`src/rtl/cov_pkg.sv`:
```
// Shared types and sizing helpers for the covariance accumulation sequencer.
package cov_pkg;

   typedef enum logic [1:0] {W_IDLE, W_CLEAR, W_ACCUM, W_DUMP} win_state_t;
   typedef enum logic [1:0] {R_IDLE, R_ADDR, R_PUSH} rd_state_t;

   localparam int ACCUM_WIDTH = 32;

   // Upper triangle including the diagonal of an (nch*nt)^2 covariance matrix.
   function automatic int maccs_num(input int nch, input int nt);
      return (((nch * nt) ** 2) - nch * nt) / 2 + nch * nt;
   endfunction

endpackage

```
`src/rtl/cov_readout_seq.sv`:
```
// Streams a shadow-register snapshot out one word at a time over a valid/ready port.
module cov_readout_seq
   import cov_pkg::*;
#(
   parameter int MACCS_NUM   = 210,
   parameter int ACCUM_WIDTH = 32,
   parameter int IDXW        = 8
) (
   input  logic                   clk,
   input  logic                   resetn,
   input  logic                   dump,
   output logic [IDXW-1:0]        rd_idx,
   input  logic [ACCUM_WIDTH-1:0] rd_data,
   output logic                   out_valid,
   input  logic                   out_ready,
   output logic [ACCUM_WIDTH-1:0] out_data,
   output logic [IDXW-1:0]        out_idx,
   output logic                   out_last,
   output logic                   done,
   output rd_state_t              state
);

   localparam logic [IDXW-1:0] LAST_IDX = IDXW'(MACCS_NUM - 1);

   rd_state_t              state_q, state_d;
   logic [IDXW-1:0]        idx_q, idx_d;
   logic [IDXW-1:0]        out_idx_q, out_idx_d;
   logic [ACCUM_WIDTH-1:0] out_data_q, out_data_d;
   logic                   out_valid_q, out_valid_d;
   logic                   out_last_q, out_last_d;
   logic                   done_q, done_d;

   // Handshake: a word transfers on a clock edge where out_valid and out_ready are both
   // high; once out_valid rises, out_data/out_idx/out_last stay frozen until that edge.
   // idx only moves when entering R_ADDR, so rd_idx is stable in every other state and
   // rd_data is sampled one clock after the index is launched.
   always_comb begin
      state_d     = state_q;
      idx_d       = idx_q;
      out_idx_d   = out_idx_q;
      out_data_d  = out_data_q;
      out_valid_d = out_valid_q;
      out_last_d  = out_last_q;
      done_d      = 1'b0;
      unique case (state_q)
         R_IDLE: begin
            if (dump) begin
               idx_d   = '0;
               state_d = R_ADDR;
            end
         end
         R_ADDR: begin
            out_data_d  = rd_data;
            out_idx_d   = idx_q;
            out_last_d  = (idx_q == LAST_IDX);
            out_valid_d = 1'b1;
            state_d     = R_PUSH;
         end
         R_PUSH: begin
            if (out_valid_q && out_ready) begin
               out_valid_d = 1'b0;
               if (out_last_q) begin
                  done_d  = 1'b1;
                  state_d = R_IDLE;
               end else begin
                  idx_d   = idx_q + IDXW'(1);
                  state_d = R_ADDR;
               end
            end
         end
         default: state_d = R_IDLE;
      endcase
   end

   always_ff @(posedge clk or negedge resetn) begin
      if (!resetn) begin
         state_q     <= R_IDLE;
         idx_q       <= '0;
         out_idx_q   <= '0;
         out_data_q  <= '0;
         out_valid_q <= 1'b0;
         out_last_q  <= 1'b0;
         done_q      <= 1'b0;
      end else begin
         state_q     <= state_d;
         idx_q       <= idx_d;
         out_idx_q   <= out_idx_d;
         out_data_q  <= out_data_d;
         out_valid_q <= out_valid_d;
         out_last_q  <= out_last_d;
         done_q      <= done_d;
      end
   end

   assign rd_idx    = idx_q;
   assign out_valid = out_valid_q;
   assign out_data  = out_data_q;
   assign out_idx   = out_idx_q;
   assign out_last  = out_last_q;
   assign done      = done_q;
   assign state     = state_q;

endmodule

```
`src/rtl/cov_acc_sched.sv`:
```
// Accumulation window sequencer: clear / accumulate / dump control for the MAC array,
// with sticky overrun when a window ends before the previous snapshot has drained.
module cov_acc_sched
   import cov_pkg::*;
#(
   parameter int NCH         = 2,
   parameter int NT          = 10,
   parameter int MACCS_NUM   = maccs_num(NCH, NT),
   parameter int ACCUM_WIDTH = cov_pkg::ACCUM_WIDTH,
   parameter int IDXW        = $clog2(MACCS_NUM)
) (
   input  logic                   clk,
   input  logic                   resetn,
   input  logic                   ce,
   input  logic                   start,
   input  logic                   stop,
   input  logic                   continuous,
   input  logic [31:0]            acc_len,
   input  logic                   ovr_clr,
   output logic                   acc_clr,
   output logic                   acc_en,
   output logic                   acc_dump,
   output logic [IDXW-1:0]        rd_idx,
   input  logic [ACCUM_WIDTH-1:0] rd_data,
   output logic                   out_valid,
   input  logic                   out_ready,
   output logic [ACCUM_WIDTH-1:0] out_data,
   output logic [IDXW-1:0]        out_idx,
   output logic                   out_last,
   output logic                   busy,
   output logic                   done,
   output logic                   overrun
);

   win_state_t win_q, win_d;
   logic [31:0] cnt_q, cnt_d;
   logic        ovr_q, ovr_d;
   rd_state_t   rd_state;
   logic        rd_idle;

   assign rd_idle = (rd_state == R_IDLE);

   // stop is tested before the terminal-count check so an abort always wins.
   always_comb begin
      win_d = win_q;
      cnt_d = cnt_q;
      unique case (win_q)
         W_IDLE: begin
            if (start) win_d = W_CLEAR;
         end
         W_CLEAR: begin
            cnt_d = (acc_len == 32'd0) ? 32'd1 : acc_len;
            win_d = stop ? W_IDLE : W_ACCUM;
         end
         W_ACCUM: begin
            if (stop) begin
               win_d = W_IDLE;
            end else if (ce) begin
               if (cnt_q == 32'd1) win_d = W_DUMP;
               else                cnt_d = cnt_q - 32'd1;
            end
         end
         W_DUMP: begin
            win_d = continuous ? W_CLEAR : W_IDLE;
         end
         default: win_d = W_IDLE;
      endcase
   end

   always_comb begin
      ovr_d = ovr_q;
      if (ovr_clr) ovr_d = 1'b0;
      if (win_q == W_DUMP && !rd_idle) ovr_d = 1'b1;
   end

   always_ff @(posedge clk or negedge resetn) begin
      if (!resetn) begin
         win_q <= W_IDLE;
         cnt_q <= '0;
         ovr_q <= 1'b0;
      end else begin
         win_q <= win_d;
         cnt_q <= cnt_d;
         ovr_q <= ovr_d;
      end
   end

   assign acc_clr  = (win_q == W_CLEAR);
   assign acc_en   = (win_q == W_ACCUM) && ce;
   assign acc_dump = (win_q == W_DUMP) && rd_idle;
   assign busy     = (win_q != W_IDLE);
   assign overrun  = ovr_q;

   cov_readout_seq #(
      .MACCS_NUM   (MACCS_NUM),
      .ACCUM_WIDTH (ACCUM_WIDTH),
      .IDXW        (IDXW)
   ) u_readout (
      .clk       (clk),
      .resetn    (resetn),
      .dump      (acc_dump),
      .rd_idx    (rd_idx),
      .rd_data   (rd_data),
      .out_valid (out_valid),
      .out_ready (out_ready),
      .out_data  (out_data),
      .out_idx   (out_idx),
      .out_last  (out_last),
      .done      (done),
      .state     (rd_state)
   );

endmodule

```
`config.mk`:
```
export PLATFORM = sky130hd
export DESIGN_NAME = cov_acc_sched
export DESIGN_NICKNAME = d
export VERILOG_FILES = /design/src/rtl/cov_pkg.sv /design/src/rtl/cov_readout_seq.sv /design/src/rtl/cov_acc_sched.sv
export SDC_FILE = /design/constraint.sdc
export NUM_CORES = 1
export LEC_CHECK = 0
export BUFFER_PORTS_ARGS = -buffer_cell sky130_fd_sc_hd__buf_4
export CAP_MARGIN = 20
export CORE_ASPECT_RATIO = 1.5
export CORE_MARGIN = 2
export CORE_UTILIZATION = 47
export CTS_CLUSTER_DIAMETER = 40
export DETAILED_ROUTE_END_ITERATION = 10
export PLACE_DENSITY = 0.74
export SYNTH_ARGS = -nofsm -noshare
export SYNTH_HDL_FRONTEND = slang
export SYNTH_SLANG_ARGS = --single-unit
```
`constraint.sdc`:
```
create_clock -name clk -period 2 [get_ports clk]
set_input_delay 0 -clock clk [delete_from_list [all_inputs] [get_ports clk]]
set_output_delay 0 -clock clk [all_outputs]
set_load 0.01 [all_outputs]
```
==> out/summary.md, run 1 <==
For the total clock buffers created by CTS, the log shows 9. For the worst-skew pair, the clock arrives at the later sink with an insertion delay of 340 ps. For the number of top-level pins, the log shows 128.

Row count: 43. The clock period minus worst slack is 2170 ps, and the fraction of final layout cells sized beyond drive strength 1 is 35.0%. In this run the standard cell core region covers 9150 um^2.

The clock slew seen by the registers of the worst setup and hold paths works out to 70 ps. The checks that failed: hold timing, setup timing. The critical path launch point type was a flop. The number of different library cells in the post-synthesis netlist came out at 58. Detailed routing inserted a total of 4898 vias.

The run gives 2390 ps as the worst path arrival time. Counting every instance in the synthesized netlist gives 506. The tools report the slack of the worst reg-to-reg path as -170 ps. The internal power of the cells totals 5380 uW.

Counting instances, the worst hold path has a depth of 3. The startpoint of the worst setup timing path was cnt_q[15]. The tools report the max-slew violation total from the final report as 0. The least setup slack across all paths after layout came out at -168 ps.

The number of buffers and inverters on the critical path is 2. Net count after synthesis: 582. The number of register bits inferred by synthesis works out to 88. CTS placed an instance of clkbuf_16 at the clock tree root.

Summed over all nets, the switching power comes to 3170 uW. The share of total power dissipated in the clock network is 20.9%. The tools report the headroom to the max-slew limit as 62.1%.

The die height is 122 um, and the power after layout is 8550 uW. Across every metal layer, demand over resource in global routing totals 27.8%. The class of the most critical setup path is flop to flop. The final number of hold-violating endpoints is 1, and the worst clock skew is 6.06 ps. At the worst endpoint, the required time is 2230 ps. In this run, synthesis inferred 0 flip-flops with an integrated enable.

The via count of the first global-routing pass is 4899, and the total global routing overflow is 0. The tools report the terminating pin of the worst hold path as cnt_q[23]. The tree built by TritonCTS fans out to 88 sinks. Combinational logic burns 42.1% of the power.

Summed over all cells, the static leakage comes to 0.00338 uW. The warning count from the yosys run came out at 0. The die covers 10200 um^2. Number of fillers in the final layout: 594. The run finished, with violations left. The final-layout worst hold slack was -7.04 ps; the remaining number of nets flagged by the antenna check after routing was 0.

Setup repair after global routing could not meet its margin everywhere. The largest net degree at the start of global routing came out at 56. Power per standard cell area: 1200 nW/um^2. The wire-length estimate of the detail-placed layout is 8.99 mm.

The worst setup path is captured at a flop. Along the worst path, the maximum fanout reaches 6. The longest clock path from root to sink contains 2 buffers. The first routing iteration left 372 violations. After layout, the worst path uses 108% of the clock period. TritonCTS built the clock tree. The mapped netlist covers 4390 um^2.

In this run the worst hold path is classified as input pin to flop. In the final design database the tool counted 813 nets. For the initial antenna violation count, the log shows 0.

The logs give 50.1% for the proportion of synthesized chip area in sequential cells and 5 for the total iterations of the first detailed-routing run. Setup violations remaining at the end of the flow were counted as 32. The share of total power dissipated in sequential elements is 37.0%.

The worst register-to-register path begins at cnt_q[15]. The tools report the final routed DRC violation total as 0. The critical path crosses 8 cells after its start point.

The startpoint identified for the worst hold timing path is acc_len[23]. The H-tree was split into 3 levels. Summed over all layers, the routed wires come to 14.6 mm. Net switching is 37.1% of the power.

The largest individual stage delay along the critical path comes from the cell dfrtp_1. The initial utilization of the core area, before any placement, comes to 48.0%. Relative to the synthesized area, the layout overhead comes to 62.3%.

The average instance area after synthesis works out to 8.68 um^2. The top flip-flop cell by instance count after synthesis was dfrtp_1. Across the run, the number of max-cap violations was 0. For the pin with the worst max-slew slack, the measured transition is 563 ps. The first global-routing pass estimated 22.8 mm of wire.

The category of cells accounting for the largest share of critical-path delay is simple AND/OR/NAND/NOR gates. The number of antenna cells inserted was 0; the depth of the most critical reg-to-reg path was 8. The routed wirelength normalized by instance count was 17.1 um. The signal on the critical path passes through nor4_2, buf_4, nor3b_4, nand4_4, a21oi_4, buf_12, nor3_1, a211o_1. In the routed layout, each cell is associated on average with a via count of 5.74.

For this run, the slowest stage of the critical path takes 390 ps. The top achievable clock speed is 0.461 GHz, and the placer congestion estimate is 0.921. The endpoint identified for the worst register-to-register timing path is cnt_q[0].

In this run the tool buffered the top-level ports with 127 buffer cells. The worst-case IR drop observed on VDD is 0.891 mV. The die is 83.0 um wide. Timing analysis after detailed placement gives a worst setup slack of -130 ps. Counting flops with an async set or reset pin after synthesis yields a share of 100%.
sequential cells by signal (all words and copies together), names as in the netlist:
name,count
cnt_q,32
u_readout.out_data,32
u_readout.out_idx,8
u_readout.rd_idx,8
u_readout.state,2
win_q,2
overrun,1
u_readout.done,1
u_readout.out_last,1
u_readout.out_valid,1
layout make-up:
cell class | instances | area, um^2 | share of cell area (%)
timing repair buffer | 248 | 2160 | 30.3
multi-input combinational | 382 | 2280 | 32.0
clock buffer | 11 | 253 | 3.54
tap | 112 | 140 | 1.96
clock inverter | 5 | 62.6 | 0.877
inverter | 8 | 30.0 | 0.421
sequential | 88 | 2200 | 30.9
through the flow:
step | instances | TNS, ps | hold slack [ps] | area, um^2 | utilization (%)
detailed placement | 766 | -849 | -11.2 | 5880 | 64.3
global placement | 766 | -1430 | -18.9 | 5880 | 64.3
floorplan | 506 | 0 | -296 | 4410 | -
finish | 854 | -2380 | -7.04 | 7130 | 78.0
global route | 854 | -4630 | 17.2 | 7130 | 78.0
CTS | 845 | -746 | 1.44 | 6860 | 75.0
power groups by stage:
stage / clock network [uW] / logic (uW) / registers (uW)
2_1_floorplan: 0 / 1250 / 3250
3_3_place_gp: 0 / 2970 / 3080
3_5_place_dp: 0 / 3070 / 3110
4_1_cts: 1790 / 3240 / 3110
5_1_grt: 1870 / 3890 / 3260
6_report: 1780 / 3600 / 3170
placed cells by master, fill, tap and decap left out, types with 3 or more instances in the layout:
cell           synthesis  layout
nand2_1              136     134
buf_6                  0       3
o21ai_1                2      18
ha_1                   4       3
and4b_1                4       4
nor3_1                11       9
o21ai_2                0       6
buf_4                  1     176
inv_1                  8       7
a31oi_1                4       4
nor2_1                38      38
a22oi_1                6       6
nand4_1                5       5
o21ai_0               41      19
nand2b_1               6       4
o22a_1                 3       3
buf_12                 0       9
a21oi_1               38      26
o22ai_1                5       5
o2bb2ai_1              5       5
dlygate4sd3_1          0      57
nand3_1                5       4
xor2_1                 5       5
nor4_1                12       9
clkbuf_16              0      10
a32oi_1                3       3
a21oi_2                1      11
dfrtp_1               88      88
timing repair:
| action | CTS | global route |
|---|---|---|
| endpoints found under the setup margin | 32 | 33 |
| pin swaps | 5 | 19 |
| cloned | 0 | 1 |
| endpoints found under the hold margin | 89 | 1 |
| gates resized for setup | 15 | 59 |
| buffers inserted | 7 | 7 |
| hold buffers | 56 | 1 |
Yosys cell counts, types with 3 or more instances:
| library cell | count | share of area (%) |
|---|---|---|
| a21oi_1 | 38 | 4.3 |
| a22oi_1 | 6 | 1.0 |
| a31oi_1 | 4 | 0.57 |
| a32oi_1 | 3 | 0.60 |
| and2_1 | 3 | 0.43 |
| and4_1 | 3 | 0.60 |
| and4b_1 | 4 | 0.91 |
| buf_2 | 4 | 0.46 |
| clkbuf_1 | 23 | 2.0 |
| dfrtp_1 | 88 | 50 |
| ha_1 | 4 | 1.1 |
| inv_1 | 8 | 0.68 |
| nand2_1 | 136 | 12 |
| nand2b_1 | 6 | 0.85 |
| nand3_1 | 5 | 0.57 |
| nand4_1 | 5 | 0.71 |
| nor2_1 | 38 | 3.2 |
| nor2b_1 | 4 | 0.57 |
| nor3_1 | 11 | 1.3 |
| nor4_1 | 12 | 1.7 |
| o21ai_0 | 41 | 4.7 |
| o22a_1 | 3 | 0.60 |
| o22ai_1 | 5 | 0.71 |
| o2bb2ai_1 | 5 | 1.0 |
| o32ai_1 | 3 | 0.60 |
| or3_1 | 3 | 0.43 |
| xor2_1 | 5 | 1.0 |
worst register-to-register path: cells and delay by family, from the launching register on:
kind,cells,cell delay [ps]
AO/OA/AOI/OAI,2,530
buffers and inverters,2,330
flip-flops,1,390
AND/OR/NAND/NOR,4,800
per-layer routing:
metal / vias to the layer above / routed length, um / GRT usage, % / part of all wire (%)
met2: 217 / 7730 / 50.2 / 53
met1: 2387 / 5450 / 31.3 / 37
met4: 0 / 595 / 13.5 / 4.1
li1: 2242 / - / - / -
met5: - / 0 / 0 / 0
met3: 52 / 863 / 5.72 / 5.9
worst max-delay path by stage:
stage | end
after global placement | cnt_q[27]
after detailed placement | cnt_q[17]
final | cnt_q[0]
after CTS | cnt_q[0]
after floorplan | cnt_q[0]
after global routing | cnt_q[0]
kinds of logic after synthesis:
family | Yosys count | synth area share, %
multiplexers | 1 | 0.228
AO/OA/AOI/OAI | 123 | 16.8
adder cells (fa/ha/maj) | 4 | 1.14
buffers and inverters | 36 | 3.27
flip-flops | 88 | 50.1
XOR/XNOR | 6 | 1.20
AND/OR/NAND/NOR | 248 | 27.2
(Power assumes the default switching activity.)
==> run 2, diff against run 1 <==
--- a/config.mk
+++ b/config.mk
@@ -5,14 +5,16 @@
 export SDC_FILE = /design/constraint.sdc
 export NUM_CORES = 1
 export LEC_CHECK = 0
+export ABC_AREA = 1
 export BUFFER_PORTS_ARGS = -buffer_cell sky130_fd_sc_hd__buf_4
 export CAP_MARGIN = 20
 export CORE_ASPECT_RATIO = 1.5
 export CORE_MARGIN = 2
-export CORE_UTILIZATION = 47
+export CORE_UTILIZATION = 49
 export CTS_CLUSTER_DIAMETER = 40
 export DETAILED_ROUTE_END_ITERATION = 10
-export PLACE_DENSITY = 0.74
+export PLACE_DENSITY = 0.75
+export RECOVER_POWER = 50
 export SYNTH_ARGS = -nofsm -noshare
 export SYNTH_HDL_FRONTEND = slang
 export SYNTH_SLANG_ARGS = --single-unit
==> run 2 against run 1 <==
Compared with the run above:
- the flow now finishes without violations
- via count increased by 12%
- largest cell class unchanged
- sequential power decreased by 23%
- critical endpoint is now cnt_q[28]
- maximum frequency increased by 16%
- clock-buffer cell count decreased by 1
==> out/summary.md, run 2 <==
The most frequent standard cell in the layout excluding fill and tap cells is nand2_1 (was buf_4). Class of the worst hold path: input pin to flop (unchanged). The die height is 129 um (was 122 um), and the first-pass GRT wire length is 25.0 mm (was 22.8 mm).

The final-layout worst hold slack is 2.77 ps (was -7.04 ps). For the final-layout setup total negative slack, the log shows 0 ps (was -2380 ps). Commonest cells after routing, fill and taps aside: nand2_1 (257), buf_4 (98), dfrtp_1 (88) (was buf_4 (176), nand2_1 (134), dfrtp_1 (88)). The fraction of final layout cells sized beyond drive strength 1 works out to 17.7% (was 35.0%).

The run gives 37.9% (was 42.1%) as the part of the power in combinational logic. The maximum fanout along the worst path is 23 (was 6), and the proportion of synthesized chip area in sequential cells is 43.2% (was 50.1%). The least setup slack across all paths after layout was 126 ps (was -168 ps); the clock slew seen by the registers of the worst setup and hold paths was 70 ps (about the same). The flow ran to the end, and the final reports show no timing, DRC or antenna violations. The tools report the worst setup timing slack at the placement stage as 19.3 ps (was -130 ps). The initial antenna violation count came out at 0 (unchanged). For the synthesized netlist cell count, the log shows 722 (was 506).

The logs give 0.561 mV (was 0.891 mV) for the worst voltage drop across the vdd grid and 5370 (was 4899) for the via count of the first global-routing pass. The tools report the number of nets in the final layout as 987 (was 813). The logs give 53 (was 56) for the largest net degree at the start of global routing and 0.00333 uW (was 0.00338 uW) for the leakage power total. The half-perimeter wire length after detailed placement came out at 11.1 mm (was 8.99 mm). The tools report the clock network fraction of total power as 24.9% (was 20.9%). The most instantiated library cell after synthesis was nand2_1 (unchanged). The clock period minus worst slack came out at 1870 ps (was 2170 ps). The run gives 50.3% (was 48.0%) as the effective utilization at floorplan.

The average instance area after synthesis was 7.05 um^2 (was 8.68 um^2); the max-slew violation total from the final report was 0 (unchanged). The sum of routed wire length over all layers was 16.0 mm (was 14.6 mm); the worst path arrival time was 2110 ps (was 2390 ps). The part of the power in registers came out at 37.2% (was 37.0%). The top achievable clock speed is 0.534 GHz (was 0.461 GHz). The slack of the worst reg-to-reg path was 130 ps (was -170 ps). Class of the most critical setup path: flop to flop (unchanged). The tools report the total clock buffers created by CTS as 9 (unchanged). Most frequent cells after synthesis: nand2_1 (257), nor2_1 (89), dfrtp_1 (88) (was nand2_1 (136), dfrtp_1 (88), o21ai_0 (41)). The number of buffer cells added on primary ports is 127 (unchanged).

The placer congestion estimate is 0.955 (was 0.921), and the routed wirelength normalized by instance count is 15.5 um (was 17.1 um). The tools report the warning count from the yosys run as 0 (unchanged). The required time reported for the critical path endpoint came out at 2230 ps (about the same). Critical path launch point type: a flop (unchanged).

The run gives 3960 uW (was 5380 uW) as the internal power component. The die span in x works out to 87.2 um (was 83.0 um). The worst clock skew was 7.91 ps (was 6.06 ps). The total die area was 11200 um^2 (was 10200 um^2); the share of the cycle needed by the critical path after routing was 93.7% (was 108%). The number of instances in the placed design is 966 (was 766), and the number of top-level pins is 128 (unchanged).

The tools report the reported max-cap violation count as 0 (unchanged). For the first-iteration detailed-routing DRC count, the log shows 260 (was 372). The final number of hold-violating endpoints is 0 (was 1). The tools report the clock insertion delay at the later pin of the skew report as 340 ps (about the same). Top cells by area, synth: dfrtp_1 (43%), nand2_1 (19%), nand3_1 (7.7%) (was dfrtp_1 (50%), nand2_1 (12%), o21ai_0 (4.7%)). The headroom to the max-slew limit is 32.9% (was 62.1%), and the share of synthesized flip-flops with an asynchronous set or reset is 100% (unchanged).

The capturing element type of the critical path is a flop (unchanged). The tools report the clock tree root driver cell as clkbuf_16 (unchanged). The number of register bits inferred by synthesis is 88 (unchanged), and the maximum clock path buffer count is 2 (unchanged).

The final instance count without filler cells is 1033 (was 854), and the final routed DRC violation total is 0 (unchanged). The largest area contributor in the synthesized netlist was dfrtp_1 (unchanged). Switching part of the total power: 40.0% (was 37.1%). The logs give 88 (unchanged) for the number of sinks driven by the clock tree and 32 (was 58) for the number of different library cells in the post-synthesis netlist.

The row count was 45 (was 43). TritonCTS built the clock tree. The overall track demand over capacity in global routing is 28.2% (was 27.8%), and the net count after synthesis is 798 (was 582). The count of final setup violators was 0 (was 32).

The via density per instance came out at 5.31 (was 5.74). Setup repair after global routing left no endpoint under its margin. Share of the synthesized area in the top cell type: 43.2% (was 50.1%). The synthesis-to-layout area growth came out at 35.0% (was 62.3%). For the number of antenna cells inserted, the log shows 0 (unchanged). The area inside the core boundary came out at 10100 um^2 (was 9150 um^2). The reported net switching power is 2640 uW (was 3170 uW), and the number of flops mapped to enable cells by yosys is 0 (unchanged). Remaining number of nets flagged by the antenna check after routing: 0 (unchanged). The power per standard cell area is 959 nW/um^2 (was 1200 nW/um^2), and the power after layout is 6590 uW (was 8550 uW). The slew at the pin closest to its max-slew limit came out at 1010 ps (was 563 ps). H-tree level count: 3 (unchanged). The top flip-flop cell by instance count after synthesis was dfrtp_1 (unchanged).

The total iterations of the first detailed-routing run is 7 (was 5). The tools report the post-CTS setup buffer count as 0 (was 7). The total global routing overflow is 0 (unchanged). The post-synthesis cell area was 5090 um^2 (was 4390 um^2); the via count of the routed design was 5490 (was 4898).
run 2: critical path: stages, from the launching register on:
cell and delay (ps):
dfrtp_1 390, nor2_1 230, nand2_1 130, nor2_1 170
and2_4 190, nand2_4 70, nand2_8 170, nand2_8 200
nand3_2 140, nand2_1 50
run 2: worst paths after layout:
kind | startpoint | depth (start not counted) | to
max in group asynchronous | resetn | 3 | u_readout.out_data[31]
min | acc_len[23] | 5 | cnt_q[23]
max | cnt_q[21] | 9 | cnt_q[28]
min reg2reg | u_readout.out_idx[3] | 2 | u_readout.out_idx[3]
min in group asynchronous | resetn | 2 | u_readout.out_idx[5]
max reg2reg | cnt_q[21] | 9 | cnt_q[28]
run 2: per-stage QoR:
| step | area [um^2] | utilization [%] |
|---|---|---|
| 3_5_place_dp | 6250 | 61.7 |
| 2_1_floorplan | 5090 | - |
| 6_report | 6880 | 67.9 |
| 4_1_cts | 7040 | 69.4 |
| 3_3_place_gp | 6250 | 61.7 |
| 5_1_grt | 6880 | 67.9 |
run 2: final cells by class:
| type | count | area (um^2) |
|---|---|---|
| fill | 898 | 3260 |
| multi-input combinational | 536 | 2510 |
| sequential | 88 | 2200 |
| timing repair buffer | 199 | 1450 |
| inverter | 77 | 289 |
| clock buffer | 10 | 239 |
| tap | 117 | 146 |
| clock inverter | 6 | 48.8 |
run 2: power by group through the flow:
stage	Sequential, uW	Combinational, uW	Clock, uW
6_report	2450	2500	1640
5_1_grt	2500	2790	1730
4_1_cts	2450	2440	1660
3_5_place_dp	2480	2360	0
3_3_place_gp	2470	2300	0
2_1_floorplan	2420	1570	0
run 2: kinds of logic (layout without fill, tap and decap cells):
| logic type | Yosys count | after routing | share of synthesized area, % |
|---|---|---|---|
| compound gates | 55 | 55 | 6.63 |
| fa+ha+maj | 4 | 4 | 0.983 |
| simple gates | 470 | 471 | 40.1 |
| buf+inv | 99 | 292 | 8.06 |
| flops | 88 | 88 | 43.2 |
| xor+xnor | 6 | 6 | 1.03 |
run 2: timing repair:
item                                    4_1_cts  5_1_grt
pin swaps                                     1        1
gates cloned                                  0        1
endpoints found under the setup margin        1       32
resized for setup                             0        3
hold buffers                                 50        0
endpoints found under the hold margin        84        0
run 2: metal layers:
layer  GRT usage (%)  vias up  wire length [um]
li1                -     2659                 -
met1            31.3     2549              5990
met2            51.0      231              8340
met3            4.81       51               931
met4            13.9        0               757
met5               0        -                 0
